--- config.mk ---
export PLATFORM = sky130hd
export DESIGN_NAME = instram_loader
export DESIGN_NICKNAME = d
export VERILOG_FILES = /design/src/rtl/instram_loader.sv
export SDC_FILE = /design/constraint.sdc
export NUM_CORES = 1
export LEC_CHECK = 0
export CAP_MARGIN = 10
export CORE_MARGIN = 3
export CORE_UTILIZATION = 57
export CTS_CLUSTER_SIZE = 16
export DETAILED_ROUTE_END_ITERATION = 10
export PLACE_DENSITY = 0.8
export SLEW_MARGIN = 15
export SYNTH_ARGS = -nofsm -noshare
export SYNTH_HDL_FRONTEND = slang
export SYNTH_SLANG_ARGS = --single-unit
--- constraint.sdc ---
create_clock -name clk -period 2.9 [get_ports clk]
set_input_delay 0.58 -clock clk [delete_from_list [all_inputs] [get_ports clk]]
set_output_delay 0.58 -clock clk [all_outputs]
set_load 0.005 [all_outputs]
--- src/rtl/instram_loader.sv ---
// instram_loader: streams an instruction image, one byte per transfer, into an
// instruction RAM starting at a programmable base address. The CPU is held in
// reset while a load is in progress and is released when the load completes.
//
// Ports:
//   clk, reset_n            clock, asynchronous active-low reset
//   start                   load request (honoured only when idle or done)
//   base_adr, length        first RAM address and byte count, sampled on start
//   byte_data, byte_valid   incoming image byte stream
//   byte_ready              loader accepts a byte this cycle
//   ram_adr_w, ram_rwn,     RAM write port; ram_data leads its strobe by one
//   ram_cs, ram_data        cycle
//   busy, done, error       load status (done/error sticky until next start)
//   cpu_reset_n             CPU reset, low while held
//   checksum                sum mod 256 of all accepted bytes
module instram_loader (
    input  logic        clk,
    input  logic        reset_n,
    input  logic        start,
    input  logic [15:0] base_adr,
    input  logic [15:0] length,
    input  logic [7:0]  byte_data,
    input  logic        byte_valid,
    output logic        byte_ready,
    output logic [15:0] ram_adr_w,
    output logic        ram_rwn,
    output logic        ram_cs,
    output logic [7:0]  ram_data,
    output logic        busy,
    output logic        done,
    output logic        error,
    output logic        cpu_reset_n,
    output logic [7:0]  checksum
);

    localparam logic [1:0] S_IDLE  = 2'd0;
    localparam logic [1:0] S_LOAD  = 2'd1;
    localparam logic [1:0] S_FLUSH = 2'd2;
    localparam logic [1:0] S_DONE  = 2'd3;

    logic [1:0]  state;
    logic [15:0] base_q;
    logic [15:0] len_q;
    logic [15:0] count;      // bytes accepted so far in this load
    logic        stage_vld;  // byte accepted last edge; its data is on ram_data
    logic [15:0] stage_idx;  // index of that byte within the image
    logic        cs_q;
    logic [15:0] adr_q;
    logic [7:0]  data_q;
    logic        done_q;
    logic        error_q;
    logic        cpu_q;
    logic [7:0]  sum_q;

    logic        can_start;
    logic        over_range;
    logic [16:0] range_end;
    logic        xfer;
    logic        last_byte;

    always_comb begin
        can_start  = start && ((state == S_IDLE) || (state == S_DONE));
        range_end  = {1'b0, base_adr} + {1'b0, length};
        over_range = range_end > 17'd32768;
        byte_ready = (state == S_LOAD) && (count < len_q);
        xfer       = byte_valid && byte_ready;
        // count < len_q whenever xfer is set, so count + 1 cannot wrap
        last_byte  = xfer && ((count + 16'd1) == len_q);
    end

    always_ff @(posedge clk or negedge reset_n) begin
        if (!reset_n) begin
            state     <= S_IDLE;
            base_q    <= 16'd0;
            len_q     <= 16'd0;
            count     <= 16'd0;
            stage_vld <= 1'b0;
            stage_idx <= 16'd0;
            cs_q      <= 1'b0;
            adr_q     <= 16'd0;
            data_q    <= 8'd0;
            done_q    <= 1'b0;
            error_q   <= 1'b0;
            cpu_q     <= 1'b0;
            sum_q     <= 8'd0;
        end else begin
            // Two-stage write pipeline: data register, then strobe + address.
            stage_vld <= xfer;
            if (xfer) begin
                stage_idx <= count;
                data_q    <= byte_data;
                sum_q     <= sum_q + byte_data;
                count     <= count + 16'd1;
            end
            cs_q <= stage_vld;
            if (stage_vld) begin
                adr_q <= base_q + stage_idx;
            end

            case (state)
                S_IDLE, S_DONE: begin
                    if (can_start) begin
                        sum_q   <= 8'd0;
                        done_q  <= 1'b0;
                        error_q <= 1'b0;
                        cpu_q   <= 1'b0;
                        if (over_range) begin
                            error_q <= 1'b1;
                            state   <= S_DONE;
                        end else if (length == 16'd0) begin
                            done_q <= 1'b1;
                            cpu_q  <= 1'b1;
                            state  <= S_DONE;
                        end else begin
                            base_q <= base_adr;
                            len_q  <= length;
                            count  <= 16'd0;
                            state  <= S_LOAD;
                        end
                    end
                end
                S_LOAD: begin
                    if (last_byte) begin
                        state <= S_FLUSH;
                    end
                end
                S_FLUSH: begin
                    // Last strobe is on the bus and nothing is left behind it.
                    if (cs_q && !stage_vld) begin
                        state  <= S_DONE;
                        done_q <= 1'b1;
                        cpu_q  <= 1'b1;
                    end
                end
                default: state <= S_IDLE;
            endcase
        end
    end

    assign ram_cs      = cs_q;
    assign ram_rwn     = ~cs_q;
    assign ram_adr_w   = adr_q;
    assign ram_data    = data_q;
    assign busy        = (state == S_LOAD) || (state == S_FLUSH);
    assign done        = done_q;
    assign error       = error_q;
    assign cpu_reset_n = cpu_q;
    assign checksum    = sum_q;

endmodule

==> flow_metrics.tcl, run 1 <==
set metrics [dict create \
    areaGrowthSynthToFinish_pct 39.3 \
    fmax_mhz 310 \
    num_rows 39 \
    relSlewSlack 0.576 \
    yosys-top-cells-count "dfrtp_1, mux2_2, nor2_1, ha_1, xnor2_1" \
    drive_gt1_frac 0.303 \
    path_class "in2reg" \
    nNetsFinal 969 \
    post_drt_wl_per_cell_um 20.5 \
    gp_congestion 0.934 \
    clock_skew_ns 0.00948 \
    placed_area_um2 8490 \
    seqPwrFrac 0.344 \
    stdcell_area_um2 9440 \
    hp-class "in2async" \
    synth_top_family_by_area "compound AO/OA/AOI/OAI gates" \
    ys_warn_count 0 \
    clkTransAtPathRegs_ns 0.07 \
    hold_ws_ns 0.255 \
    drt_wl_total_mm 20.7 \
    violations "setup timing" \
    holdBufCountCts 0 \
    dp_hpwl_mm 14.8 \
    fin_util 0.820 \
    first_global_vias 6456 \
    fin_crit_sh 1.11 \
    ff2ff_path_depth 11 \
    dr.pass1.iters 5 \
    tightest_slew_ns 0.636 \
    cts.htree.levels 3 \
    regToRegEndpoint "state[1]" \
    synth_mux_area_frac 0.120 \
    cts_tree "yes" \
    slowest_delay_ns 0.40 \
    finalMaxSlewViolations 0 \
    crit_slowest_cell "or3_4" \
    synth_area_leaders "dfrtp_1, ha_1, mux2_2" \
    synth_seq_area_share 0.376 \
    finalHoldViolCount 0 \
    die_h_um 115 \
    postRouteAntennaNets 0 \
    cts_num_sinks 102 \
    combPwrFrac 0.482 \
    cts.path.max_buffers 2 \
    synth-simple-area-share 0.134 \
    crit_chain "buf_8 > ha_4 > fa_2 > a211oi_4 > nor3_2 > o221a_2 > or3_4 > a21oi_2 > nand3_2 > o2bb2ai_4 > buf_12 > buf_12 > buf_16 > mux2_2" \
    antenna_found_initial 0 \
    finalCriticalPeriod_ns 3.23 \
    cp_max_fo 4 \
    ff2ff_setup_slack_ns 0.15 \
    cp_top_family "compound AO/OA/AOI/OAI gates" \
    ys_seq_elements 102 \
    grt_pass1_wl_mm 33.7 \
    vias 6083 \
    switching_share 0.349 \
    arrival_ns 3.45 \
    viasPerCell 6.02 \
    power-per-cell-area_nw_per_um2 721 \
    internal_power_mw 4.43 \
    grt.overflow.total 0 \
    setup_violations 49 \
    netlist.area_leader.share 0.376 \
    grt.total_usage 0.326 \
    power_leakage_nw 4.34 \
    initialDrtViolationCount 435 \
    path_buf_inv 4 \
    cap_violations 0 \
    numCtsBuffers 9 \
    synthArstFlopShare 1.00 \
    syn-num-nets 775 \
    worst_setup_path_start_kind "input port" \
    ios 83 \
    worst_path_most_repeated_cell "buf_12" \
    drc 0 \
    synth_fa_ha_area_frac 0.116 \
    cts-root-buf "clkbuf_16" \
    yosysTopAreaCell "dfrtp_1" \
    synth_flop_cell "dfrtp_1" \
    total_power_mw 6.81 \
    grt_max_degree 51 \
    avgSynthCellArea_um2 10.1 \
    yosysUniqueCellTypes 70 \
    outcome "finished with violations" \
    setup_ws_ns -0.331 \
    port_buffers 82 \
    synth_cells 670 \
    synth-edff-count 0 \
    critPathCaptureType "flip-flop" \
    worstPathRequired_ns 3.12 \
    reg2reg_from "state[0]" \
    rsz0062_at_grt "true" \
    antennaDiodeCount 0 \
    fp.coreArea_um2 11500 \
    power_frac_clock 0.174 \
    synth-compound-area-share 0.141 \
    insertion_delay_ns 0.34 \
    die-area_um2 13200 \
    syn-cell-area_um2 6780 \
    peakVddDrop_uv 342 \
    synthXorXnorAreaFrac 0.0710 \
    die_w_um 115 \
    p_switching_mw 2.38 \
    yosysMostFrequentCell "dfrtp_1" \
    initial_core_util 0.589 \
]
==> final cells by class <==
type | instances | area [um^2]
repair buffers | 207 | 1950
well taps | 143 | 179
fillers | 713 | 2070
multi-input cells | 506 | 4330
flip-flops and latches | 102 | 2550
inverters | 38 | 143
clock buffers | 15 | 288
==> worst reg2reg max path, delay by kind of cell (launching register included) <==
kind,cells,cell delay [ns]
and+or+nand+nor,2,0.22
buffers and inverters,3,0.37
adders and majority gates,1,0.35
AOI/OAI and AO/OA,5,1.33
DFF,1,0.40
==> metrics by stage <==
step                      setup TNS, ns  setup slack, ns  instances
after floorplan                   -8.91           -0.288        670
final                            -12.57           -0.331       1011
after global placement           -46.56           -0.963        972
after CTS                         -6.88           -0.206       1009
after detailed placement         -49.97            -1.04        972
after global routing             -15.51           -0.395       1011
==> timing repair <==
action	in CTS	in global routing
buffers inserted	18	4
pin swaps	30	2
gates resized for setup	116	20
setup endpoints to repair	52	53
endpoints found under the hold margin	0	0
cloned	6	0
==> kinds of logic after synthesis <==
logic type / count (synthesis)
xor+xnor: 55
fa+ha+maj: 61
buf+inv: 62
flops: 102
mux: 73
compound gates: 138
simple gates: 179
==> metal layers <==
layer	routed length [um]	track usage
met2	10700	0.584
met4	618	0.118
met5	0	0
met3	865	0.0463
met1	8510	0.399
==> worst max-delay path by stage <==
stage	startpoint	endpoint	slack (ns)	cells past startpoint
2_1_floorplan	base_adr[0]	base_q[10]	-0.29	12
3_3_place_gp	base_adr[0]	base_q[1]	-0.96	12
3_5_place_dp	base_adr[0]	len_q[11]	-1.04	12
4_1_cts	length[0]	len_q[6]	-0.21	14
5_1_grt	length[0]	base_q[2]	-0.40	14
6_report	length[0]	base_q[0]	-0.33	14
==> power groups by stage <==
stage	combinational, mW	clock, mW	sequential [mW]
floorplan	1.67	0	2.21
finish	3.28	1.18	2.34
CTS	3.16	1.18	2.31
global placement	2.74	0	2.29
detailed placement	2.87	0	2.33
global route	3.55	1.25	2.39
==> cells in the final DEF, fill, tap and decap left out, drive strengths merged, types with 7 or more instances in the layout <==
cell type / instances
and3: 8
nand2: 23
clkdlybuf4s50: 56
nor3: 11
clkbuf: 15
nand4: 10
inv: 38
nor2: 63
o21ai: 27
clkdlybuf4s15: 7
nor2b: 8
mux2: 66
dfrtp: 102
nor4: 8
xnor2: 42
nand2b: 8
a21o: 11
a31oi: 12
a21oi: 28
ha: 58
xor2: 13
a211oi: 7
buf: 130
nand3: 14
mux2i: 7
dlygate4sd2: 13
==> registers in the layout, indices dropped and copies added, names as in the netlist <==
name         cells
cpu_reset_n      1
base_q          16
len_q           16
stage_vld        1
checksum         8
error            1
count           16
stage_idx       16
ram_cs           1
ram_data         8
state            2
ram_adr_w       16
Power figures use the tool's default switching activity.
==> run 2: changes to the inputs <==
--- a/config.mk
+++ b/config.mk
@@ -11,7 +11,6 @@
 export CTS_CLUSTER_SIZE = 16
 export DETAILED_ROUTE_END_ITERATION = 10
 export PLACE_DENSITY = 0.8
-export SLEW_MARGIN = 15
 export SYNTH_ARGS = -nofsm -noshare
 export SYNTH_HDL_FRONTEND = slang
 export SYNTH_SLANG_ARGS = --single-unit
==> results of run 2 <==
Final layout, timing and power as in run 1 (identical DEF).
==> run 3: changes to the inputs <==
--- a/config.mk
+++ b/config.mk
@@ -10,7 +10,7 @@
 export CORE_UTILIZATION = 57
 export CTS_CLUSTER_SIZE = 16
 export DETAILED_ROUTE_END_ITERATION = 10
-export PLACE_DENSITY = 0.8
+export PLACE_DENSITY = 0.84
 export SYNTH_ARGS = -nofsm -noshare
 export SYNTH_HDL_FRONTEND = slang
 export SYNTH_SLANG_ARGS = --single-unit
==> run 3 against run 2 <==
Critical path type unchanged. Final area fell by 0.23%. Via count rose by 3.2%. The flow still finishes with violations (setup timing). Die area did not move. Power rose by 1.7%. Largest power group unchanged. Critical endpoint is now len_q[8]. Sequential cell count did not move. Wire length rose by 3.5%.
==> flow_metrics.tcl, run 3 (synthesis gave the netlist of run 1 again) <==
set metrics [dict create \
    finalCriticalPeriod_ns 3.24 \
    die-area_um2 13200 \
    relSlewSlack 0.548 \
    violations "setup timing" \
    ff2ff_setup_slack_ns 0.16 \
    first_global_vias 6609 \
    vias 6277 \
    layout_common_cells "buf_4, dfrtp_1, clkdlybuf4s50_1" \
    post_drt_wl_per_cell_um 21.3 \
    combPwrFrac 0.479 \
    internal_power_mw 4.45 \
    dr.pass1.iters 5 \
    setup_ws_ns -0.340 \
    finalMaxSlewViolations 0 \
    grt_pass1_wl_mm 33.2 \
    power-per-cell-area_nw_per_um2 735 \
    critPathCaptureType "flip-flop" \
    holdBufCountCts 0 \
    postRouteAntennaNets 0 \
    initialDrtViolationCount 509 \
    numCtsBuffers 9 \
    drc 0 \
    fp.coreArea_um2 11500 \
    peakVddDrop_uv 336 \
    cts_tree "yes" \
    cap_violations 0 \
    mostFrequentLayoutCell "buf_4" \
    cts-root-buf "clkbuf_16" \
    grt.overflow.total 0 \
    crit_chain "clkdlybuf4s50_1 > ha_4 > buf_4 > and3_1 > nand4_1 > a31oi_2 > nor2_1 > or3b_4 > o2bb2ai_4 > buf_6 > buf_12 > buf_16 > mux2_4" \
    worst_setup_path_start_kind "input port" \
    insertion_delay_ns 0.35 \
    cts.htree.levels 3 \
    viasPerCell 6.25 \
    crit_slowest_cell "clkdlybuf4s50_1" \
    initial_core_util 0.589 \
    arrival_ns 3.47 \
    power_leakage_nw 4.29 \
    dp_hpwl_mm 14.6 \
    path_class "in2reg" \
    finalHoldViolCount 0 \
    num_rows 39 \
    grt.total_usage 0.320 \
    ios 83 \
    setup_violations 48 \
    regToRegEndpoint "state[1]" \
    worstPathRequired_ns 3.14 \
    reg2reg_from "state[0]" \
    cts_num_sinks 102 \
    clkTransAtPathRegs_ns 0.07 \
    slowest_delay_ns 0.49 \
    ff2ff_path_depth 12 \
    cp_max_fo 5 \
    tightest_slew_ns 0.678 \
    die_h_um 115 \
    power_frac_clock 0.180 \
    pre_cts_slack_ns -1.08 \
    hp-class "in2async" \
    switching_share 0.357 \
    p_switching_mw 2.48 \
    grt_max_degree 51 \
    antenna_found_initial 0 \
    seqPwrFrac 0.341 \
    outcome "finished with violations" \
    antennaDiodeCount 0 \
    cts.path.max_buffers 2 \
    fmax_mhz 309 \
    nNetsFinal 962 \
    gp_congestion 0.947 \
    die_w_um 115 \
    drive_gt1_frac 0.305 \
    port_buffers 82 \
    rsz0062_at_grt "true" \
    clock_skew_ns 0.0137 \
    areaGrowthSynthToFinish_pct 39.0 \
    drt_wl_total_mm 21.4 \
    fin_crit_sh 1.12 \
    total_power_mw 6.93 \
]
==> run 3: per-stage QoR <==
| step | instances | util | setup TNS [ns] | hold WS [ns] | instance area [um^2] |
|---|---|---|---|---|---|
| floorplan | 670 | - | -8.91 | 0.284 | 6820 |
| detailed placement | 966 | 0.732 | -51.01 | 0.483 | 8430 |
| CTS | 1003 | 0.805 | -9.24 | 0.287 | 9270 |
| finish | 1005 | 0.818 | -11.03 | 0.265 | 9420 |
| global route | 1005 | 0.818 | -15.24 | 0.311 | 9420 |
| global placement | 966 | 0.732 | -49.24 | 0.470 | 8430 |
==> run 3: how the worst max path moves through the flow <==
stage	start	slack [ns]	cells past startpoint	endpoint
floorplan	base_adr[0]	-0.29	12	base_q[10]
global placement	base_adr[0]	-1.04	12	base_q[1]
detailed placement	base_adr[0]	-1.08	12	base_q[3]
CTS	base_adr[0]	-0.31	16	base_q[12]
global route	length[0]	-0.42	15	len_q[9]
finish	length[11]	-0.34	13	len_q[8]
==> run 3: timing repair <==
action | in CTS | in global routing
pin swaps | 20 | 15
endpoints found under the setup margin | 52 | 71
gates resized for setup | 106 | 48
cloned | 5 | 0
setup buffers | 16 | 8
==> run 3: power by group through the flow <==
stage / Sequential, mW / Combinational [mW] / Clock [mW]
CTS: 2.33 / 3.15 / 1.24
global route: 2.40 / 3.57 / 1.30
global placement: 2.30 / 2.71 / 0
finish: 2.36 / 3.32 / 1.25
detailed placement: 2.34 / 2.84 / 0
floorplan: 2.21 / 1.67 / 0
==> run 3: layout make-up <==
cell class                      instances  area, um^2
Tap cell                              143         179
Fill cell                             677        2090
Timing Repair Buffer                  200        1850
Clock inverter                          5        58.8
Multi-Input combinational cell        506        4400
Clock buffer                           11         243
Sequential cell                       102        2550
Inverter                               38         143
==> run 3: per-layer routing <==
metal | up-vias | track usage | wire length (um)
met5 | - | 0 | 0
met4 | 0 | 0.156 | 922
met1 | 3102 | 0.380 | 8320
met2 | 300 | 0.564 | 10800
met3 | 71 | 0.0505 | 1420
li1 | 2804 | - | -
==> run 3: critical path, delay by kind of cell <==
kind | cells | cell delay [ns]
adder cells (fa/ha/maj) | 1 | 0.32
AND/OR/NAND/NOR | 4 | 0.87
AO/OA/AOI/OAI | 2 | 0.41
buffers and inverters | 5 | 1.01
multiplexers | 1 | 0.30
